## config.mk

```make
export PLATFORM = sky130hd
export DESIGN_NAME = mmio_responder
export DESIGN_NICKNAME = d
export VERILOG_FILES = /design/src/rtl/mmio_responder.sv
export SDC_FILE = /design/constraint.sdc
export NUM_CORES = 1
export LEC_CHECK = 0
export CAP_MARGIN = 20
export CORE_UTILIZATION = 30
export DETAILED_ROUTE_END_ITERATION = 7
export GPL_ROUTABILITY_DRIVEN = 1
export GPL_TIMING_DRIVEN = 0
export PLACE_DENSITY = 0.56
export RECOVER_POWER = 100
export SYNTH_ARGS = -nofsm -noshare
export SYNTH_HDL_FRONTEND = slang
export SYNTH_SLANG_ARGS = --single-unit
```

## constraint.sdc

```tcl
create_clock -name clk -period 2.7 [get_ports clk]
set_input_delay 0.405 -clock clk [delete_from_list [all_inputs] [get_ports clk]]
set_output_delay 0.405 -clock clk [all_outputs]
set_load 0.05 [all_outputs]
```

## src/rtl/mmio_responder.sv

```systemverilog
// MMIO target servicing the bit-31 window: UART TX/RX holding registers plus cycle and
// retired-instruction counters. Define MMIO_BRANCH_CNT_EN to add branch counters at 0x1C/0x20.
`timescale 1ns/1ps
module mmio_responder #(
    parameter logic [31:0] CLOCK_FREQ = 32'd50_000_000,
    parameter logic [31:0] ADDR_BASE  = 32'h8000_0000
) (
    input  logic        clk,
    input  logic        rst_n,
    input  logic        req_valid,
    input  logic        req_wen,
    input  logic [31:0] req_addr,
    input  logic [31:0] req_wdata,
    output logic [31:0] rdata,
    input  logic        inst_retire,
    output logic [7:0]  uart_tx_data,
    output logic        uart_tx_valid,
    input  logic        uart_tx_ready,
    input  logic [7:0]  uart_rx_data,
    input  logic        uart_rx_valid,
    output logic        uart_rx_ready,
    input  logic        branch_valid,
    input  logic        branch_correct
);

    localparam logic [3:0] OFF_CTRL = 4'h0;
    localparam logic [3:0] OFF_RX   = 4'h1;
    localparam logic [3:0] OFF_TX   = 4'h2;
    localparam logic [3:0] OFF_CYC  = 4'h4;
    localparam logic [3:0] OFF_INST = 4'h5;
    localparam logic [3:0] OFF_CLR  = 4'h6;
    localparam logic [3:0] OFF_BR   = 4'h7;
    localparam logic [3:0] OFF_BROK = 4'h8;

    logic [3:0]  offset;
    logic        in_window;
    logic        rd_load;
    logic        wr_store;
    logic        tx_store;
    logic        tx_fire;
    logic        rx_capture;
    logic        rx_read;
    logic        cnt_clr;
    logic [31:0] rd_val;

    logic        tx_full_q, tx_full_d;
    logic [7:0]  tx_byte_q, tx_byte_d;
    logic        rx_full_q, rx_full_d;
    logic [7:0]  rx_byte_q, rx_byte_d;
    logic [31:0] cycle_cnt_q, cycle_cnt_d;
    logic [31:0] inst_cnt_q, inst_cnt_d;
    logic [31:0] rdata_q, rdata_d;

    assign offset    = req_addr[5:2];
    assign in_window = (req_addr[31] == ADDR_BASE[31]);
    assign rd_load   = req_valid & in_window & ~req_wen;
    assign wr_store  = req_valid & in_window & req_wen;
    assign tx_store  = wr_store & (offset == OFF_TX);
    assign cnt_clr   = wr_store & (offset == OFF_CLR);

    // Both UART sides use valid/ready: a byte moves on any edge where valid & ready are high;
    // the sender holds data stable while valid is high, and valid never waits on ready.
    assign tx_fire    = tx_full_q & uart_tx_ready;
    assign rx_capture = uart_rx_valid & ~rx_full_q;
    assign rx_read    = rd_load & (offset == OFF_RX) & rx_full_q;

    assign uart_tx_valid = tx_full_q;
    assign uart_tx_data  = tx_byte_q;
    assign uart_rx_ready = ~rx_full_q;
    assign rdata         = rdata_q;

`ifdef MMIO_BRANCH_CNT_EN
    logic [31:0] br_cnt_q, br_cnt_d;
    logic [31:0] br_ok_cnt_q, br_ok_cnt_d;

    always_comb begin
        br_cnt_d    = br_cnt_q + {31'd0, branch_valid};
        br_ok_cnt_d = br_ok_cnt_q + {31'd0, branch_valid & branch_correct};
        if (cnt_clr) begin
            br_cnt_d    = '0;
            br_ok_cnt_d = '0;
        end
    end

    always_ff @(posedge clk or negedge rst_n) begin
        if (!rst_n) begin
            br_cnt_q    <= '0;
            br_ok_cnt_q <= '0;
        end else begin
            br_cnt_q    <= br_cnt_d;
            br_ok_cnt_q <= br_ok_cnt_d;
        end
    end
`endif

    // Load data reflects state as it stands in the request cycle, before this edge's updates.
    always_comb begin
        rd_val = '0;
        case (offset)
            OFF_CTRL: rd_val = {30'd0, rx_full_q, ~tx_full_q};
            OFF_RX:   rd_val = {24'd0, rx_byte_q};
            OFF_CYC:  rd_val = cycle_cnt_q;
            OFF_INST: rd_val = inst_cnt_q;
`ifdef MMIO_BRANCH_CNT_EN
            OFF_BR:   rd_val = br_cnt_q;
            OFF_BROK: rd_val = br_ok_cnt_q;
`else
            OFF_BR:   rd_val = '0;
            OFF_BROK: rd_val = '0;
`endif
            default:  rd_val = '0;
        endcase
    end

    always_comb begin
        tx_full_d   = tx_full_q;
        tx_byte_d   = tx_byte_q;
        rx_full_d   = rx_full_q;
        rx_byte_d   = rx_byte_q;
        rdata_d     = rdata_q;
        cycle_cnt_d = cycle_cnt_q + 32'd1;
        inst_cnt_d  = inst_cnt_q + {31'd0, inst_retire};

        // A store while the holding register is full is dropped, even if it drains this edge.
        if (tx_store && !tx_full_q) begin
            tx_full_d = 1'b1;
            tx_byte_d = req_wdata[7:0];
        end else if (tx_fire) begin
            tx_full_d = 1'b0;
        end

        if (rx_capture) begin
            rx_full_d = 1'b1;
            rx_byte_d = uart_rx_data;
        end else if (rx_read) begin
            rx_full_d = 1'b0;
        end

        if (cnt_clr) begin
            cycle_cnt_d = '0;
            inst_cnt_d  = '0;
        end

        if (rd_load) begin
            rdata_d = rd_val;
        end
    end

    always_ff @(posedge clk or negedge rst_n) begin
        if (!rst_n) begin
            tx_full_q   <= 1'b0;
            tx_byte_q   <= '0;
            rx_full_q   <= 1'b0;
            rx_byte_q   <= '0;
            cycle_cnt_q <= '0;
            inst_cnt_q  <= '0;
            rdata_q     <= '0;
        end else begin
            tx_full_q   <= tx_full_d;
            tx_byte_q   <= tx_byte_d;
            rx_full_q   <= rx_full_d;
            rx_byte_q   <= rx_byte_d;
            cycle_cnt_q <= cycle_cnt_d;
            inst_cnt_q  <= inst_cnt_d;
            rdata_q     <= rdata_d;
        end
    end

    logic unused_ok;
`ifdef MMIO_BRANCH_CNT_EN
    assign unused_ok = ^{CLOCK_FREQ, req_addr[30:6], req_addr[1:0], req_wdata[31:8]};
`else
    assign unused_ok = ^{CLOCK_FREQ, req_addr[30:6], req_addr[1:0], req_wdata[31:8],
                         branch_valid, branch_correct};
`endif

endmodule

```

==> metrics.csv, run 1 <==
metric;value;unit
Reg clk slew, reported paths;0.05;ns
Remaining DRCs;0;
most used flip-flop cell after synthesis;dfrtp_1;
fin crit period;2.43;ns
fill count;1763;
Unique masters post-synth;45;
register area share after synthesis;51.9;%
mean post-synth cell area;9.95;um^2
share of layout cells above drive strength 1;6.96;%
Final Instance Area;0.00698;mm^2
Area Growth Syn to Fin;27.1;%
Final Hold Vio Count;0;
Setup Skew;0.00814;ns
hold path start;rdata[23];
drt first pass iters;7;
Placed Area;0.00649;mm^2
final WL;15500;um
CP top delay family;simple AND/OR/NAND/NOR gates;
CP max FO;10;
Cell Pwr Density;701;mW/mm^2
Core Rows;49;
Setup crit start kind;flop;
unrepaired setup endpoints after global routing;no;
H-tree level count;4;
Die Y;137;um
Ys Warns;0;
io pins;123;
Final period util;90.0;%
Die Width;137;um
Critical Path AT;2.70;ns
share of flip-flops with an asynchronous set or reset;100;%
Die Area;0.0189;mm^2
CP Class;reg -> reg;
Critical path origin;inst_cnt_q[6];
mapped cell area;0.00549;mm^2
Final setup viols;0;
number of global-route vias before repair;4839;
max-slew violation count;32;
Starting DRT DRC Count;309;
CP bufs+invs;2;
CP Cell Sequence;nand4_4, or4_1, clkbuf_2, clkbuf_1, o31ai_1, a21oi_1;
Worst slew margin;-27.1;%
peak supply drop;0.000437;V
reg2reg start;inst_cnt_q[6];
DR WL/cell;17.7;um
via density per instance;5.53;
EDFF count, synth;0;
first-pass GRT wire length;25100;um
f_max;0.412;GHz
Hold Path Class;reg -> reg;
TritonCTS clock tree;done;
crit path max-delay cell type;or4_1;
pre-CTS setup slack;-0.313;ns
FF+latch count, synth;114;
cell count after synthesis;552;
Port-buffer cells;67;
reg2reg setup slack;0.27;ns
CTS Buf Count;17;
most frequent cells in the layout;dfrtp_1 (114), nand2_1 (59), dlygate4sd3_1 (47);
CP endpoint kind;flop;
Via Count;4847;
Total Routing Usage GR;17.7;%
TritonCTS Sinks;114;
DP Wirelength;11100;um
GPL Wtd Cong;0.787;
nets;725;
Initial Util;30.6;%
core area;0.0180;mm^2
clk_lat worst skew;0.41;ns
ANT nets after route;0;
initial antenna violation count;0;
CP required;2.97;ns
CTS Root Cell;clkbuf_16;
max_cap viols;1;
grt total ovfl;0;
Setup WS post-layout;0.271;ns
commonest non-fill, non-tap cell in the layout;dfrtp_1;
largest net degree at the start of global routing;84;
syn nets;636;
diodes inserted;0;
Slew @ Worst Pin;1.91;ns
max incr delay on CP;0.69;ns
CTS Buffer Depth;2;
status;finished with violations;
leak pwr;2.83;nW
failing checks;capacitance limit, slew limit;
[power breakdown]
part,internal [mW],switching [mW],total [mW]
logic,0.302,0.430,0.733
clock network,1.23,0.706,1.93
registers,1.94,0.294,2.23
total,3.47,1.43,4.90
[per-stage QoR]
stage          total power, mW  hold slack (ns)  setup TNS [ns]  utilization (%)  std cells
3_3_place_gp              2.95            0.471         -372.75             35.9        848
5_1_grt                   5.12            0.500               0             38.9        876
6_report                  4.90            0.469               0             38.9        876
2_1_floorplan             2.66            0.109               0                -        552
4_1_cts                   4.95            0.465               0             38.9        876
3_5_place_dp              3.00            0.314           -5.68             36.1        850
[logic make-up after synthesis]
family | Yosys count | share of synthesized area (%)
adders and majority gates | 3 | 0.683
xor gates and xnor gates | 23 | 3.67
AOI/OAI and AO/OA | 139 | 16.0
DFF | 114 | 51.9
and+or+nand+nor | 212 | 21.0
muxes | 18 | 3.64
buffers and inverters | 43 | 3.07
[timing repair]
item / 4_1_cts / 5_1_grt
endpoints found under the hold margin: 31 / 0
buffers inserted: 0 / 0
hold buffers: 1 / 0
setup endpoints to repair: 0 / 10
gates resized for setup: 0 / 1
[synthesized netlist by cell type, drive strengths merged, types with 2 or more instances]
cell type	count	area (um^2)
a21oi	33	165
a221oi	2	17.5
a222oi	6	60.1
a22oi	24	180
and2	6	37.5
and3	6	37.5
and4	6	52.6
buf	5	26.3
clkbuf	27	101
dfrtp	114	2850
ha	3	37.5
inv	11	41.3
mux2	16	180
mux2i	2	20.0
nand2	59	221
nand3	25	125
nand3b	2	15.0
nand4	22	153
nor2	27	101
nor2b	2	12.5
nor3	7	35.0
nor4	9	56.3
o21a	4	30.0
o21ai	41	205
o31a	2	17.5
o31ai	22	165
o41ai	2	17.5
or3	10	62.6
or4	23	176
xnor2	12	105
xor2	11	96.3
[worst min-delay path, cell delays in order (launching register included)]
cell,delay [ns]
dfrtp_1,0.33
nand2_1,0.04
o21ai_0,0.06
[registers in the layout, indices dropped and copies added (netlist names)]
name / flops
cycle_cnt_q: 32
inst_cnt_q: 32
rdata: 32
rx_byte_q: 8
rx_full_q: 1
uart_tx_data: 8
uart_tx_valid: 1
[layout make-up]
cell class	count	area (um^2)	share of cell area, %
Multi-Input combinational cell	395	2470	35.4
Clock buffer	24	492	7.04
Tap cell	229	287	4.10
Clock inverter	1	5.00	0.0717
Inverter	11	41.3	0.591
Timing Repair Buffer	70	712	10.2
Sequential cell	114	2850	40.8
Buffer	32	121	1.74
[layer usage]
metal / GRT usage (%) / routed length (um) / up-vias / part of all wire, %
met3: 3.86 / 646 / 39 / 4.2
met1: 22.1 / 6950 / 2432 / 45
met5: 0 / 0 / - / 0
met2: 28.3 / 7400 / 133 / 48
met4: 9.77 / 490 / 0 / 3.2
li1: - / - / 2243 / -
[worst paths after layout]
check,to,cells past startpoint
worst max-delay path,inst_cnt_q[22],6
worst min register to register,rdata[23],2
max in group asynchronous,rdata[10],3
min in group asynchronous,rdata[25],2
worst min-delay path,rdata[23],2
worst max register to register,inst_cnt_q[22],6
Power figures use the tool's default switching activity.
==> run 2: changes to the inputs <==
==> constraint.sdc (replaced) <==
create_clock -name clk -period 2.3 [get_ports clk]
set_input_delay 0.345 -clock clk [delete_from_list [all_inputs] [get_ports clk]]
set_output_delay 0.345 -clock clk [all_outputs]
set_load 0.05 [all_outputs]
==> run 2 against run 1 <==
The flow now finishes without violations. Critical path depth down 1. Clock skew fell by 0.0027 ns. Combinational power up 14%. Hold slack hardly changed. Utilization is 0.11 points higher. Total power increased by 17%. Register-to-register slack worse by 0.17 ns. Die area did not move. Setup slack worse by 0.17 ns. Critical endpoint is now cycle_cnt_q[30]. Largest cell class unchanged.
==> metrics.csv, run 2 (synthesis gave the netlist of run 1 again) <==
metric;value;unit
status;finished clean;
P_int;4.07;mW
Hold Path Class;reg -> reg;
leak pwr;2.86;nW
setup TNS;0;ns
Remaining DRCs;0;
Layout Cells excl Fill;876;
CP required;2.63;ns
most frequent cells in the layout;dfrtp_1 (112), nand2_1 (58), dlygate4sd3_1 (44);
via density per instance;5.50;
Core Rows;49;
fill count;1768;
share of layout cells above drive strength 1;8.66;%
Setup Skew;0.00547;ns
commonest non-fill, non-tap cell in the layout;dfrtp_1;
sequential share of power;46.0;%
Setup crit start kind;flop;
first-pass GRT wire length;25100;um
CTS Root Cell;clkbuf_16;
CP endpoint kind;flop;
unrepaired setup endpoints after global routing;no;
io pins;123;
nets;725;
Setup WS post-layout;0.103;ns
TritonCTS Sinks;114;
worst flop-to-flop path endpoint;cycle_cnt_q[30];
hold slack;0.469;ns
peak supply drop;0.000515;V
switching part of the total power;29.2;%
CTS Buffer Depth;2;
ANT nets after route;0;
Final period util;95.5;%
Starting DRT DRC Count;363;
core area;0.0180;mm^2
Cell Pwr Density;820;mW/mm^2
placed cell count;850;
Worst slew margin;44.2;%
Die Area;0.0189;mm^2
Final Instance Area;0.00700;mm^2
f_max;0.455;GHz
Via Count;4816;
Port-buffer cells;67;
Die Y;137;um
critical path endpoint;cycle_cnt_q[30];
Pwr Total;5.75;mW
Slew @ Worst Pin;0.836;ns
largest net degree at the start of global routing;84;
reg2reg start;cycle_cnt_q[15];
Die Width;137;um
diodes inserted;0;
Layout Utilization;39.0;%
worst r2r path cells;5;
final WL;15400;um
max_cap viols;0;
TritonCTS clock tree;done;
Area Growth Syn to Fin;27.5;%
CTS Buf Count;17;
Switch Pwr;1.68;mW
Critical Path AT;2.53;ns
number of global-route vias before repair;4839;
grt total ovfl;0;
initial antenna violation count;0;
GPL Wtd Cong;0.787;
reg2reg setup slack;0.10;ns
H-tree level count;4;
drt first pass iters;5;
max-slew violation count;0;
Final setup viols;0;
fin crit period;2.20;ns
CP Class;reg -> reg;
Initial Util;30.6;%
Comb pwr share;14.6;%
Placed Area;0.00649;mm^2
Critical path origin;cycle_cnt_q[15];
Reg clk slew, reported paths;0.05;ns
CP max FO;8;
DP Wirelength;11100;um
clk_lat worst skew;0.41;ns
DR WL/cell;17.6;um
Total Routing Usage GR;17.7;%
Clk pwr share;39.4;%
Final Hold Vio Count;0;
pre-CTS setup slack;-0.653;ns
[run 2: per-layer routing]
metal  vias to the layer above  track usage, %  part of all wire [%]
li1                       2239               -                     -
met1                      2415            22.1                    44
met2                       128            28.3                    48
met3                        34            3.86                   5.0
met4                         0            9.77                   2.8
met5                         -               0                     0
[run 2: area by class of cell]
type	count	area [um^2]	area share, %
Timing Repair Buffer	71	703	10.0
Sequential cell	114	2860	40.8
Inverter	11	41.3	0.589
Tap cell	229	287	4.09
Buffer	31	130	1.86
Clock buffer	24	492	7.02
Multi-Input combinational cell	395	2490	35.6
Clock inverter	1	5.00	0.0715
[run 2: worst min-delay path by stage]
stage	startpoint	to	slack, ns	cells past startpoint
3_3_place_gp	rdata[24]	rdata[24]	0.47	2
6_report	rdata[23]	rdata[23]	0.47	2
4_1_cts	rst_n	rdata[25]	0.40	2
3_5_place_dp	rst_n	rdata[26]	0.25	1
2_1_floorplan	rst_n	cycle_cnt_q[0]	0.05	0
5_1_grt	uart_tx_ready	uart_tx_valid	0.49	2
[run 2: timing repair]
action / in CTS / in global routing
endpoints found under the setup margin: 31 / 34
resized for setup: 3 / 11
hold buffers: 1 / 0
pin swaps: 0 / 1
setup buffers: 0 / 1
endpoints found under the hold margin: 31 / 0
[run 2: power by group through the flow]
stage	Clock (mW)	Sequential, mW	Combinational (mW)
floorplan	0	2.64	0.481
global placement	0	2.63	0.832
detailed placement	0	2.64	0.873
CTS	2.31	2.62	0.882
global route	2.40	2.68	0.927
finish	2.27	2.64	0.838
[run 2: critical path, stage by stage, from the launching register on]
cell	delay, ns
dfrtp_1	0.32
clkbuf_1	0.27
nand4_1	0.25
or4_1	0.61
or4_1	0.50
a21oi_1	0.16
